==> src/rtl/uart_rx_cfg.sv <==
// Configurable UART receiver: 16x oversampling with 3-sample majority vote, parity/framing/break
// detection, and a one-entry valid/ready output register with sticky overrun.
module uart_rx_cfg #(
    parameter int CLK_FREQ_HZ = 100_000_000,
    parameter int BAUD_RATE   = 115200,
    parameter int DATA_BITS   = 8,
    parameter int PARITY_MODE = 0,
    parameter int STOP_BITS   = 1
) (
    input  logic                 clk,
    input  logic                 rst,
    input  logic                 rx,
    output logic [DATA_BITS-1:0] m_data,
    output logic                 m_perr,
    output logic                 m_ferr,
    output logic                 m_brk,
    output logic                 m_valid,
    input  logic                 m_ready,
    output logic                 overrun,
    input  logic                 ovr_clr,
    output logic                 busy
);
    localparam int DIV   = (CLK_FREQ_HZ + 8 * BAUD_RATE) / (16 * BAUD_RATE);
    localparam int DIV_W = (DIV > 1) ? $clog2(DIV) : 1;

    localparam logic [2:0] S_IDLE   = 3'd0;
    localparam logic [2:0] S_START  = 3'd1;
    localparam logic [2:0] S_DATA   = 3'd2;
    localparam logic [2:0] S_PARITY = 3'd3;
    localparam logic [2:0] S_STOP   = 3'd4;
    localparam logic [2:0] S_WAIT   = 3'd5;

    generate
        if (DIV < 2) begin : g_badDiv
            $error("uart_rx_cfg: round(CLK_FREQ_HZ/(16*BAUD_RATE)) must be at least 2");
        end
        if (DATA_BITS < 5 || DATA_BITS > 9) begin : g_badData
            $error("uart_rx_cfg: DATA_BITS must be 5..9");
        end
        if (PARITY_MODE < 0 || PARITY_MODE > 2) begin : g_badParity
            $error("uart_rx_cfg: PARITY_MODE must be 0, 1 or 2");
        end
        if (STOP_BITS < 1 || STOP_BITS > 2) begin : g_badStop
            $error("uart_rx_cfg: STOP_BITS must be 1 or 2");
        end
    endgenerate

    logic                 r_rxMeta;
    logic                 r_rxSync;
    logic                 w_rxS;
    logic [2:0]           r_state;
    logic [DIV_W-1:0]     r_divCnt;
    logic [3:0]           r_subCnt;
    logic [3:0]           r_bitCnt;
    logic                 r_stopCnt;
    logic                 r_samp7;
    logic                 r_samp8;
    logic [DATA_BITS-1:0] r_shift;
    logic                 r_perr;
    logic                 r_ferr;
    logic                 r_allZero;

    logic w_tick;
    logic w_decide;
    logic w_bitEnd;
    logic w_bit;
    logic w_parExp;
    logic w_lastStop;
    logic w_done;
    logic w_ferrFinal;
    logic w_brkFinal;
    logic w_load;
    logic w_drop;

    // Synchroniser resets to idle-high so reset release never looks like a start bit.
    always_ff @(posedge clk or posedge rst) begin
        if (rst) begin
            r_rxMeta <= 1'b1;
            r_rxSync <= 1'b1;
        end else begin
            r_rxMeta <= rx;
            r_rxSync <= r_rxMeta;
        end
    end

    assign w_rxS = r_rxSync;

    always_ff @(posedge clk or posedge rst) begin
        if (rst) begin
            r_divCnt <= '0;
            r_subCnt <= '0;
        end else if (r_state == S_IDLE || r_state == S_WAIT) begin
            r_divCnt <= '0;
            r_subCnt <= '0;
        end else if (w_tick) begin
            r_divCnt <= '0;
            r_subCnt <= r_subCnt + 4'd1;
        end else begin
            r_divCnt <= r_divCnt + DIV_W'(1);
        end
    end

    assign w_tick     = (r_divCnt == DIV_W'(DIV - 1));
    assign w_decide   = w_tick && (r_subCnt == 4'd9);
    assign w_bitEnd   = w_tick && (r_subCnt == 4'd15);
    assign w_bit      = (r_samp7 & r_samp8) | (r_samp7 & w_rxS) | (r_samp8 & w_rxS);
    assign w_parExp   = (PARITY_MODE == 2) ? ~(^r_shift) : (^r_shift);
    assign w_lastStop = (r_stopCnt == 1'(STOP_BITS - 1));

    always_ff @(posedge clk or posedge rst) begin
        if (rst) begin
            r_samp7 <= 1'b1;
            r_samp8 <= 1'b1;
        end else begin
            if (w_tick && r_subCnt == 4'd7) r_samp7 <= w_rxS;
            if (w_tick && r_subCnt == 4'd8) r_samp8 <= w_rxS;
        end
    end

    // The frame finishes on the last stop-bit decision, half a bit early, so a short stop still resyncs.
    assign w_done      = (r_state == S_STOP) && w_decide && w_lastStop;
    assign w_ferrFinal = r_ferr | ~w_bit;
    assign w_brkFinal  = r_allZero & ~w_bit;

    always_ff @(posedge clk or posedge rst) begin
        if (rst) begin
            r_state   <= S_IDLE;
            r_bitCnt  <= '0;
            r_stopCnt <= 1'b0;
            r_shift   <= '0;
            r_perr    <= 1'b0;
            r_ferr    <= 1'b0;
            r_allZero <= 1'b1;
        end else begin
            case (r_state)
                S_IDLE: begin
                    if (!w_rxS) begin
                        r_state   <= S_START;
                        r_bitCnt  <= '0;
                        r_stopCnt <= 1'b0;
                        r_perr    <= 1'b0;
                        r_ferr    <= 1'b0;
                        r_allZero <= 1'b1;
                    end
                end
                S_START: begin
                    if (w_decide && w_bit) begin
                        r_state <= S_IDLE;
                    end else if (w_bitEnd) begin
                        r_state <= S_DATA;
                    end
                end
                S_DATA: begin
                    if (w_decide) begin
                        r_shift   <= {w_bit, r_shift[DATA_BITS-1:1]};
                        r_bitCnt  <= r_bitCnt + 4'd1;
                        r_allZero <= r_allZero & ~w_bit;
                    end
                    if (w_bitEnd && r_bitCnt == 4'(DATA_BITS)) begin
                        r_bitCnt <= '0;
                        r_state  <= (PARITY_MODE != 0) ? S_PARITY : S_STOP;
                    end
                end
                S_PARITY: begin
                    if (w_decide) begin
                        r_perr    <= (w_bit != w_parExp);
                        r_allZero <= r_allZero & ~w_bit;
                    end
                    if (w_bitEnd) begin
                        r_state <= S_STOP;
                    end
                end
                S_STOP: begin
                    if (w_decide) begin
                        r_ferr    <= w_ferrFinal;
                        r_allZero <= w_brkFinal;
                        if (w_lastStop) begin
                            r_state <= w_ferrFinal ? S_WAIT : S_IDLE;
                        end else begin
                            r_stopCnt <= r_stopCnt + 1'b1;
                        end
                    end
                end
                S_WAIT: begin
                    if (w_rxS) begin
                        r_state <= S_IDLE;
                    end
                end
                default: r_state <= S_IDLE;
            endcase
        end
    end

    assign w_load = w_done && (!m_valid || m_ready);
    assign w_drop = w_done && m_valid && !m_ready;

    // A full register with no taker keeps its word; the new frame is lost and flagged instead.
    always_ff @(posedge clk or posedge rst) begin
        if (rst) begin
            m_data  <= '0;
            m_perr  <= 1'b0;
            m_ferr  <= 1'b0;
            m_brk   <= 1'b0;
            m_valid <= 1'b0;
            overrun <= 1'b0;
        end else begin
            if (w_load) begin
                m_data  <= r_shift;
                m_perr  <= r_perr;
                m_ferr  <= w_ferrFinal;
                m_brk   <= w_brkFinal;
                m_valid <= 1'b1;
            end else if (m_valid && m_ready) begin
                m_valid <= 1'b0;
            end
            if (w_drop) begin
                overrun <= 1'b1;
            end else if (ovr_clr) begin
                overrun <= 1'b0;
            end
        end
    end

    assign busy = (r_state != S_IDLE);

endmodule

==> config.mk <==
export PLATFORM = sky130hd
export DESIGN_NAME = uart_rx_cfg
export DESIGN_NICKNAME = d
export VERILOG_FILES = /design/src/rtl/uart_rx_cfg.sv
export SDC_FILE = /design/constraint.sdc
export NUM_CORES = 1
export LEC_CHECK = 0
export CORE_ASPECT_RATIO = 1.5
export CORE_MARGIN = 10
export CORE_UTILIZATION = 50
export DETAILED_ROUTE_END_ITERATION = 6
export PLACE_DENSITY = 0.71
export SLEW_MARGIN = 20
export SYNTH_ARGS = -nofsm -noshare
export SYNTH_HDL_FRONTEND = slang
export SYNTH_SLANG_ARGS = --single-unit
==> constraint.sdc <==
create_clock -name clk -period 6 [get_ports clk]
set_input_delay 1.2 -clock clk [delete_from_list [all_inputs] [get_ports clk]]
set_output_delay 1.2 -clock clk [all_outputs]
set_load 0.01 [all_outputs]
Yosys cells after proc, flatten, opt, wreduce, memory -nomap -nowiden:

Index checks and enable logic that the tools add are counted.

* register bits after elaboration: 46
* bits of input ports: 5
* output and inout bits: 14
* logic and storage cells: 120

* $add $sub $neg: 4
* eq/ne operators: 22
* multiplexer cells: 33
* bitwise operators: 9
* reduce and logical (&&, ||, !) cells: 33

Operators with widths (count)
* $mux W3: 9
* $mux W4: 5
* $pmux W3 S6: 1
* $eq A4 B4 Y1 const B: 4
* $ne A2 B2 Y1 const B: 7
* $reduce_bool A2 Y1: 7
* $logic_and A1 B1 Y1: 12
* $mux W6: 2
* $reduce_and A3 Y1: 4
* $mux W1: 11
* $add A4 B1 Y4 const B: 2
* $pmux W1 S2: 4
* $pmux W4 S2: 1
* $reduce_xor A8 Y1: 1
* $reduce_and A7 Y1: 1
* $add A6 B1 Y6 const B: 1
* $eq A3 B2 Y1 const B: 2
* $eq A3 B3 Y1 const B: 2
* $eq A6 B6 Y1 const B: 1
* $ne A3 B3 Y1 const B: 2
* $and A1 B1 Y1: 4
* $eq A4 B3 Y1 const B: 1
* $eq A3 B1 Y1 const B: 1
* $logic_not A3 Y1: 1
* other kinds (10): 15

Logic depth before layout (Yosys ltp):

Gate-level depths: netlist of the first run.

* word-level depth: 9
* mapped depth: 10
* mapped depth without buffers: 7

Least setup slack after synthesis of the first run:

No wires, ideal clock.

* kind: flip-flop to output port
* from: register r_state[2]
* to: output port busy
* data arrival time: 0.972 ns
* path slack: 3.828 ns
* cell stages (with the launch flop): 3
* cells stage by stage: dfrtp_1 > clkbuf_1 > or3_1

* cells in the longest elaborated chain, start to end: 1

Ends and longest elaborated chain
* from (decl): line 51 `logic [2:0] r_state;`
* from (signal assigned): line 161 `r_state <= (PARITY_MODE != 0) ? S_PARITY : S_STOP;`
* from (signal assigned): line 178 `r_state <= w_ferrFinal ? S_WAIT : S_IDLE;`
* $reduce_bool A3 Y1: line 224 `assign busy = (r_state != S_IDLE);`
* to (decl): line 21 `output logic busy`

No other way between the ends.

Final worst setup path of the first run:

* from: register r_state[1]
* to: output port busy

The elaborated chain is that of the path after synthesis.

==> reports/metrics.cfg, run 1 <==
[status]
status = finished clean

[clock_network]
clock_sinks = 45
cts_resized = 0
clock_latency_ns = 0.29
cts_tree = built
cts.path.max_buffers = 2
path_clk_slew_ns = 0.07
cts-hold-fix-buffers = 0
cts_buffers = 5
htree_levels = 2
cts_setup_buffers = 0
cts_root_buf = clkbuf_8

[global_route]
grt.total_usage = 0.119
use_met2 = 0.218
grt_pass1_vias = 1548
met3_usage = 0.0303
grt-ovfl-total = 0
grt_max_degree = 26
grt_first_pass_wirelength_mm = 7.18
grtUsageMet1 = 0.129
antenna_found_initial = 0
top_usage_layer = met2

[route]
antenna_left = 0
first_iter_violations = 75
routed_wl_mm = 4.25
viasPerCell = 5.55
wl_per_cell_um = 16.1
drcViolationCount = 0
first_pass_iters = 4
route.vias.total = 1465

[die]
fp.coreArea_um2 = 4250
dieArea_um2 = 7550
fp.dieW_um = 74.4
ioPinCount = 19
die_h_um = 102
initial_core_util = 0.522
row_count = 29

[sta]
timing.final.hold_violations = 0
period_share = 0.484
setup-tns-final_ns = 0
drv_slew = 0
timing.fmax_ghz = 0.344
finalSetupViolCount = 0
final.min_clock_period_ns = 2.91
finClkSkew_ns = 0.0102
rsz0062_at_grt = false
worst_slew_margin_rel = 0.437
max_slew.worst_pin.slew_ns = 0.844

[yosys]
synth_area_um2 = 2220
synth.top_cells.by_area = dfrtp_1 45%, mux2_2 6.6%, dfstp_2 5.9%
async_flop_share = 1.00
yosysUniqueCellTypes = 41
synth_seq_area_share = 0.511
synth-edff-count = 0
synthCells = 198
ys_ff_latch = 45
synth_top_area_frac = 0.452
yosysMostFrequentCell = dfrtp_1
ys.flop_type = dfrtp_1
yosys.area.top_type = dfrtp_1
syn_avg_cell_area_um2 = 11.2
synth_common_cells = 40 x dfrtp_1, 19 x nor2_1, 13 x mux2_2
syn-num-nets = 210
yosysWarnings = 0

[placed_design]
portBuffers = 18
place_hpwl_mm = 3.25
globalplace.congestion = 0.795

[power]
ir_drop_mv = 0.181
p_per_area_nw_per_um2 = 213
power_leakage_uw = 0.00112

[worst_setup_path]
reg2regPathDepth = 7
worst_ep_arrival_time_ns = 1.71
cp_max_fo = 14
crit_type = reg -> out
cp_data_required_time_ns = 4.80
critPathCaptureType = primary output
slowest_stage = dfrtp_1
crit_chain = or3_1 -> clkdlybuf4s50_1
slowest_delay_ns = 0.53
start_kind = register

[hold_path]
min_path_cells = 0
hold_path.class = reg -> reg

[finish]
num-nets-final = 229
drive_gt1_frac = 0.170
fillers = 356
final_util = 0.592
diodes = 0
area_delta_synth_final_pct = 13.3

[job]
maxCapViolations = 0

cell families (layout without fill, tap and decap cells):
logic type,Yosys count,count (layout),synth area share
simple gates,62,62,0.149
xor+xnor,16,16,0.0632
buf+inv,18,38,0.0446
compound gates,29,29,0.0768
mux,20,20,0.111
fa+ha+maj,8,8,0.0440
flops,45,45,0.511
critical path: cells and delay by family (launching register included):
family        cells  cell delay (ns)
flops             1             0.53
simple gates      1             0.40
buf+inv           1             0.50
path summary, 6_finish.rpt:
path	start	endpoint	slack, ns
setup / recovery	r_state[1]$_DFFE_PP0P_	busy	3.09
hold / removal	r_rxMeta$_DFF_PP1_	r_rxSync$_DFF_PP1_	0.36
setup reg to reg	r_subCnt[1]$_DFFE_PP0P_	r_state[2]$_DFFE_PP0P_	4.00
hold reg to reg	r_rxMeta$_DFF_PP1_	r_rxSync$_DFF_PP1_	0.36
max in group asynchronous	rst	r_allZero$_DFFE_PP1P_	3.75
min in group asynchronous	rst	overrun$_DFFE_PP0P_	1.38
report_power, final:
group	internal (uW)	total (uW)	switching (uW)	leakage, uW
Sequential	304	305	0.425	0.000591
Combinational	3.18	10.2	6.97	0.000469
Clock	124	220	96.9	0.0000552
Total	431	535	104	0.00112
per-layer routing:
layer,part of all wire,up-vias
li1,-,708
met1,0.39,730
met2,0.56,20
met3,0.034,7
met4,0.018,0
met5,0,-
flip-flops by register name, summed over array words and instances (netlist names):
register   flops
r_samp7        1
r_divCnt       6
m_valid        1
m_perr         1
r_rxSync       1
m_data         8
r_state        3
r_shift        8
r_samp8        1
r_ferr         1
m_brk          1
overrun        1
r_perr         1
r_allZero      1
r_bitCnt       4
r_rxMeta       1
m_ferr         1
r_subCnt       4
stage by stage:
stage / power (uW) / hold slack, ns / setup slack (ns) / std cells / area (um^2)
floorplan: 316 / 0.345 / 3.75 / 198 / 2220
global placement: 321 / 0.346 / 3.42 / 256 / 2400
detailed placement: 321 / 0.348 / 3.37 / 256 / 2400
CTS: 545 / 0.359 / 3.09 / 264 / 2510
global route: 556 / 0.362 / 3.02 / 264 / 2510
finish: 535 / 0.358 / 3.09 / 264 / 2510
cell type report:
| type | instances | area (um^2) | area share |
|---|---|---|---|
| Inverter | 11 | 41.3 | 0.0164 |
| Clock inverter | 2 | 35.0 | 0.0140 |
| Tap cell | 46 | 57.6 | 0.0229 |
| Clock buffer | 6 | 72.6 | 0.0289 |
| Timing Repair Buffer | 19 | 188 | 0.0747 |
| Sequential cell | 45 | 1130 | 0.451 |
| Multi-Input combinational cell | 135 | 985 | 0.392 |
cell usage in the layout (no fill, tap or decap), types with 2 or more instances in the layout:
master,instances
clkdlybuf4s50_1,18
clkbuf_8,5
nor2b_1,4
ha_1,7
a21oi_1,9
o21ai_0,11
xor2_1,6
and3_4,2
xnor2_1,10
mux2_2,13
dfrtp_1,40
mux2_4,6
nand2b_1,4
inv_1,11
nand2_1,11
nor2_1,19
nand3_1,9
dfstp_2,5
nand4b_1,2
nand3b_1,2
nand4_1,2
No activity file was read; power rests on OpenSTA's default activity.
==> run 2, diff against run 1 <==
- clock period: 6 -> 2.9 ns (I/O delays scaled with it)
==> reports/metrics.cfg, run 2 (synthesis results as in run 1) <==
[sta]
period_share = 0.793
drv_slew = 0  ; unchanged
final.min_clock_period_ns = 2.30
rsz0062_at_grt = false
worst_slack_ns = 0.600  ; -2.49 ns
timing.fmax_ghz = 0.435
max_slew.worst_pin.slew_ns = 0.554  ; -0.290 ns
finalSetupViolCount = 0  ; unchanged
timing.final.hold_violations = 0  ; unchanged
whs_ns = 0.360  ; +0.00166 ns
worst_slew_margin_rel = 0.631  ; +0.194
finClkSkew_ns = 0.00511  ; -0.00513 ns
setup-tns-final_ns = 0  ; unchanged

[worst_setup_path]
cp_max_fo = 11  ; -3
start_kind = register
crit_chain = or3_1 -> clkdlybuf4s50_1
r2r_end = r_state[2]$_DFFE_PP0P_
r2r_slack_ns = 0.94  ; -3.06 ns
r2r_start = r_subCnt[1]$_DFFE_PP0P_
slowest_stage = dfrtp_1
critPathCaptureType = primary output
crit_type = reg -> out
cp_data_required_time_ns = 2.32  ; -2.48 ns
reg2regPathDepth = 7  ; unchanged
worst_ep_arrival_time_ns = 1.72  ; about the same
slowest_delay_ns = 0.50  ; -0.03 ns

[die]
die_h_um = 102  ; unchanged
row_count = 29  ; unchanged
ioPinCount = 19  ; unchanged
dieArea_um2 = 7550  ; unchanged
initial_core_util = 0.522  ; unchanged
fp.dieW_um = 74.4  ; unchanged
fp.coreArea_um2 = 4250  ; unchanged

[clock_network]
cts_root_buf = clkbuf_8
cts_buffers = 5  ; unchanged
cts-hold-fix-buffers = 0  ; unchanged
cts_setup_buffers = 0  ; unchanged
cts.path.max_buffers = 2  ; unchanged
clock_sinks = 45  ; unchanged
clock_latency_ns = 0.30  ; about the same
htree_levels = 2  ; unchanged
path_clk_slew_ns = 0.08  ; about the same
cts_tree = built
cts_resized = 0  ; unchanged

[status]
status = finished clean

[route]
drcViolationCount = 0  ; unchanged
wl_per_cell_um = 15.7  ; -2.6%
first_iter_violations = 60  ; -20%
antenna_left = 0  ; unchanged
routed_wl_mm = 4.14  ; -2.6%
viasPerCell = 5.48  ; -1.2%
first_pass_iters = 4  ; unchanged
route.vias.total = 1448  ; -1.2%

[global_route]
grt-ovfl-total = 0  ; unchanged
grt_first_pass_wirelength_mm = 7.13  ; -0.77%
grt_pass1_vias = 1537  ; -0.71%
antenna_found_initial = 0  ; unchanged
grt.total_usage = 0.120  ; +0.000544
grt_max_degree = 46  ; +77%

[power]
ir_drop_mv = 0.386  ; +110%
p_per_area_nw_per_um2 = 445  ; +110%
power_leakage_uw = 0.00111  ; about the same

[hold_path]
min_path_cells = 0  ; unchanged
hold_path.class = reg -> reg
min_from = r_rxMeta$_DFF_PP1_
hold_end = r_rxSync$_DFF_PP1_

[placed_design]
dp_slack_ns = 0.915  ; -2.45 ns
globalplace.congestion = 0.761  ; -4.2%
place_hpwl_mm = 3.07  ; -5.7%
portBuffers = 18  ; unchanged
dpl-instance-area_um2 = 2400  ; unchanged

[finish]
final_area_um2 = 2520  ; +0.30%
top_regs = m_data (8), r_shift (8), r_divCnt (6)
drive_gt1_frac = 0.174  ; +0.00459
diodes = 0  ; unchanged
num-nets-final = 229  ; unchanged
area_delta_synth_final_pct = 13.7
layout_common_cells = 40 x dfrtp_1, 19 x nor2_1, 18 x clkdlybuf4s50_1
layout_commonest_cell = dfrtp_1

[job]
maxCapViolations = 0  ; unchanged

[run 2: cell count changes in the layout (fill, tap and decap cells not counted), sizes merged]
cell / previous run / this run
clkbuf: 6 / 5
clkinvlp: 0 / 1
[run 2: cell type report]
type	count	area, um^2
Clock buffer	5	68.8
Clock inverter	3	46.3
Fill cell	364	1730
Inverter	11	41.3
Multi-Input combinational cell	135	985
Sequential cell	45	1130
Tap cell	46	57.6
Timing Repair Buffer	19	188
[run 2: per-layer routing]
| layer | routed length, um | vias up | track usage |
|---|---|---|---|
| li1 | - | 708 | - |
| met1 | 1570 | 709 | 0.123 |
| met2 | 2330 | 26 | 0.216 |
| met3 | 165 | 5 | 0.0323 |
| met4 | 78 | 0 | 0.0579 |
| met5 | 0 | - | 0 |
[run 2: worst max path at each step]
| stage | to | startpoint | cells after the start |
|---|---|---|---|
| 3_3_place_gp | m_data[6]$_DFFE_PP0P_ | m_ready | 4 |
| 5_1_grt | busy | r_state[1]$_DFFE_PP0P_ | 2 |
| 2_1_floorplan | m_data[0]$_DFFE_PP0P_ | r_subCnt[0]$_DFFE_PP0P_ | 8 |
| 3_5_place_dp | m_data[5]$_DFFE_PP0P_ | m_ready | 4 |
| 4_1_cts | busy | r_state[2]$_DFFE_PP0P_ | 2 |
| 6_report | busy | r_state[2]$_DFFE_PP0P_ | 2 |
[run 2: power breakdown]
part | internal [uW] | switching (uW) | leakage, uW | total (uW)
Sequential | 630 | 1.11 | 0.000591 | 631
Clock | 258 | 213 | 0.0000543 | 471
Combinational | 6.60 | 13.7 | 0.000469 | 20.3
Total | 894 | 228 | 0.00111 | 1120
[run 2: worst max-delay path: cells and delay by family (launching register included)]
family | cells | cell delay (ns)
DFF | 1 | 0.50
buffers and inverters | 1 | 0.49
and+or+nand+nor | 1 | 0.43
[run 2: stage by stage]
step | power (uW) | utilization | instances
final | 1120 | 0.593 | 264
after global routing | 1160 | 0.593 | 264
after CTS | 1140 | 0.593 | 264
after detailed placement | 664 | 0.566 | 256
after global placement | 664 | 0.566 | 256
after floorplan | 654 | - | 198
==> run 3, diff against run 2 <==
- PLACE_DENSITY: 0.71 -> 0.73
- clock period: 2.9 -> 2 ns (I/O delays scaled with it)
==> reports/metrics.cfg, run 3 (synthesis results as in run 1) <==
[status]
status = finished clean

[finish]
fillers = 356  ; -2.2%
num-nets-final = 233  ; +1.7%
top_regs = m_data (8), r_shift (8), r_divCnt (6)
drive_gt1_frac = 0.194  ; +0.0194
register_area_um2 = 1130  ; +0.11%
layout_common_cells = 39 x dfrtp_1, 19 x nor2_1, 17 x clkdlybuf4s50_1
final_util = 0.604  ; +0.0112
area_delta_synth_final_pct = 15.8
multi_input_area_um2 = 985  ; unchanged
layout_commonest_cell = dfrtp_1
diodes = 0  ; unchanged

[sta]
setup-tns-final_ns = 0  ; unchanged
final.min_clock_period_ns = 1.85
period_share = 0.924
finalSetupViolCount = 0  ; unchanged
finClkSkew_ns = 0.0109  ; +0.00580 ns
worst_slew_margin_rel = 0.634  ; +0.00291
timing.fmax_ghz = 0.541
timing.final.hold_violations = 0  ; unchanged
worst_slack_ns = 0.152  ; -0.447 ns
max_slew.worst_pin.slew_ns = 0.546  ; -0.00774 ns
drv_slew = 0  ; unchanged
rsz0062_at_grt = false

[worst_setup_path]
crit_chain = or3_1 -> dlygate4sd2_1
crit_type = reg -> out
slowest_delay_ns = 0.47  ; -0.03 ns
worst_ep_arrival_time_ns = 1.45  ; -0.27 ns
cp_top_family = flip-flops
slowest_stage = dfrtp_2
reg2regPathDepth = 6  ; -1
cp_data_required_time_ns = 1.60  ; -0.72 ns
crit_buf_inv = 1  ; unchanged
cp_max_fo = 9  ; -2
crit_cells = 2  ; unchanged
critPathCaptureType = primary output
start_kind = register

[placed_design]
place_hpwl_mm = 2.86  ; -6.9%
portBuffers = 18  ; unchanged
globalplace.congestion = 0.842  ; +11%
dp_slack_ns = 0.150  ; -0.765 ns

[clock_network]
cts.path.max_buffers = 2  ; unchanged
cts-hold-fix-buffers = 0  ; unchanged
cts_root_buf = clkbuf_8
path_clk_slew_ns = 0.09  ; about the same
cts_resized = 2  ; +2
cts_tree = built
cts_buffers = 5  ; unchanged
clock_latency_ns = 0.30  ; about the same
cts_setup_buffers = 0  ; unchanged
clock_sinks = 45  ; unchanged
htree_levels = 2  ; unchanged

[route]
drcViolationCount = 0  ; unchanged
first_iter_violations = 57  ; -5.0%
wl_met1_mm = 1.57  ; -0.25%
route.vias.total = 1425  ; -1.6%
wl_met3_um = 162  ; -1.8%
antenna_left = 0  ; unchanged
wl_met2_mm = 1.99  ; -14%
routed.top_layer = met4
routed_wl_mm = 3.80  ; -8.2%
wl_per_cell_um = 14.2  ; -9.5%
viasPerCell = 5.32  ; -3.1%
first_pass_iters = 4  ; unchanged

[power]
ir_drop_mv = 0.576  ; +49%
p_per_area_nw_per_um2 = 645  ; +45%
power_leakage_uw = 0.00114  ; +2.0%
power_uw = 1660  ; +48%

[job]
maxCapViolations = 0  ; unchanged

[hold_path]
min_path_cells = 0  ; unchanged
hold_path.class = reg -> reg

[die]
fp.dieW_um = 74.4  ; unchanged
fp.coreArea_um2 = 4250  ; unchanged
ioPinCount = 19  ; unchanged
row_count = 29  ; unchanged
die_h_um = 102  ; unchanged
dieArea_um2 = 7550  ; unchanged
initial_core_util = 0.522  ; unchanged

[global_route]
grt_pass1_vias = 1481  ; -3.6%
grt-ovfl-total = 0  ; unchanged
grt_first_pass_wirelength_mm = 6.64  ; -6.9%
grt_max_degree = 32  ; -30%
grt.total_usage = 0.111  ; -0.00935
antenna_found_initial = 0  ; unchanged

[run 3: per-layer routing]
layer  vias up  track usage
li1        717            -
met4         0       0.0466
met5         -            0
met3         8       0.0264
met1       681        0.122
met2        19        0.195
[run 3: final cells by class]
cell class / count / share of cell area
sequential: 45 / 0.442
multi-input combinational: 135 / 0.384
timing repair buffer: 23 / 0.0892
clock buffer: 6 / 0.0322
tap: 46 / 0.0224
inverter: 11 / 0.0161
clock inverter: 2 / 0.0146
[run 3: report_power, final]
part | internal [uW] | switching [uW] | total, uW | leakage [uW]
Clock | 406 | 302 | 708 | 0.0000574
Sequential | 913 | 1.75 | 915 | 0.000591
Combinational | 12.2 | 20.6 | 32.8 | 0.000488
Total | 1330 | 324 | 1660 | 0.00114
[run 3: final timing paths]
| kind | startpoint | to | slack [ns] |
|---|---|---|---|
| setup reg to reg | r_subCnt[1]$_DFFE_PP0P_ | m_data[6]$_DFFE_PP0P_ | 0.16 |
| min in group asynchronous | rst | r_divCnt[5]$_DFF_PP0_ | 0.38 |
| max in group asynchronous | rst | r_rxMeta$_DFF_PP1_ | 1.04 |
| setup / recovery | r_state[0]$_DFFE_PP0P_ | busy | 0.15 |
| hold / removal | r_rxMeta$_DFF_PP1_ | r_rxSync$_DFF_PP1_ | 0.36 |
| hold reg to reg | r_rxMeta$_DFF_PP1_ | r_rxSync$_DFF_PP1_ | 0.36 |
[run 3: worst register-to-register path, cell delays in order (launching register included)]
cell	delay [ns]
dfrtp_1	0.41
inv_1	0.09
ha_1	0.13
and3b_1	0.21
and3_4	0.24
and3_4	0.31
mux2_2	0.36
[run 3: per-stage QoR]
| stage | hold WS, ns | instance area (um^2) | std cells |
|---|---|---|---|
| 2_1_floorplan | 0.345 | 2220 | 198 |
| 3_3_place_gp | 0.346 | 2450 | 260 |
| 3_5_place_dp | 0.347 | 2450 | 260 |
| 4_1_cts | 0.359 | 2570 | 268 |
| 5_1_grt | 0.368 | 2570 | 268 |
| 6_report | 0.358 | 2570 | 268 |
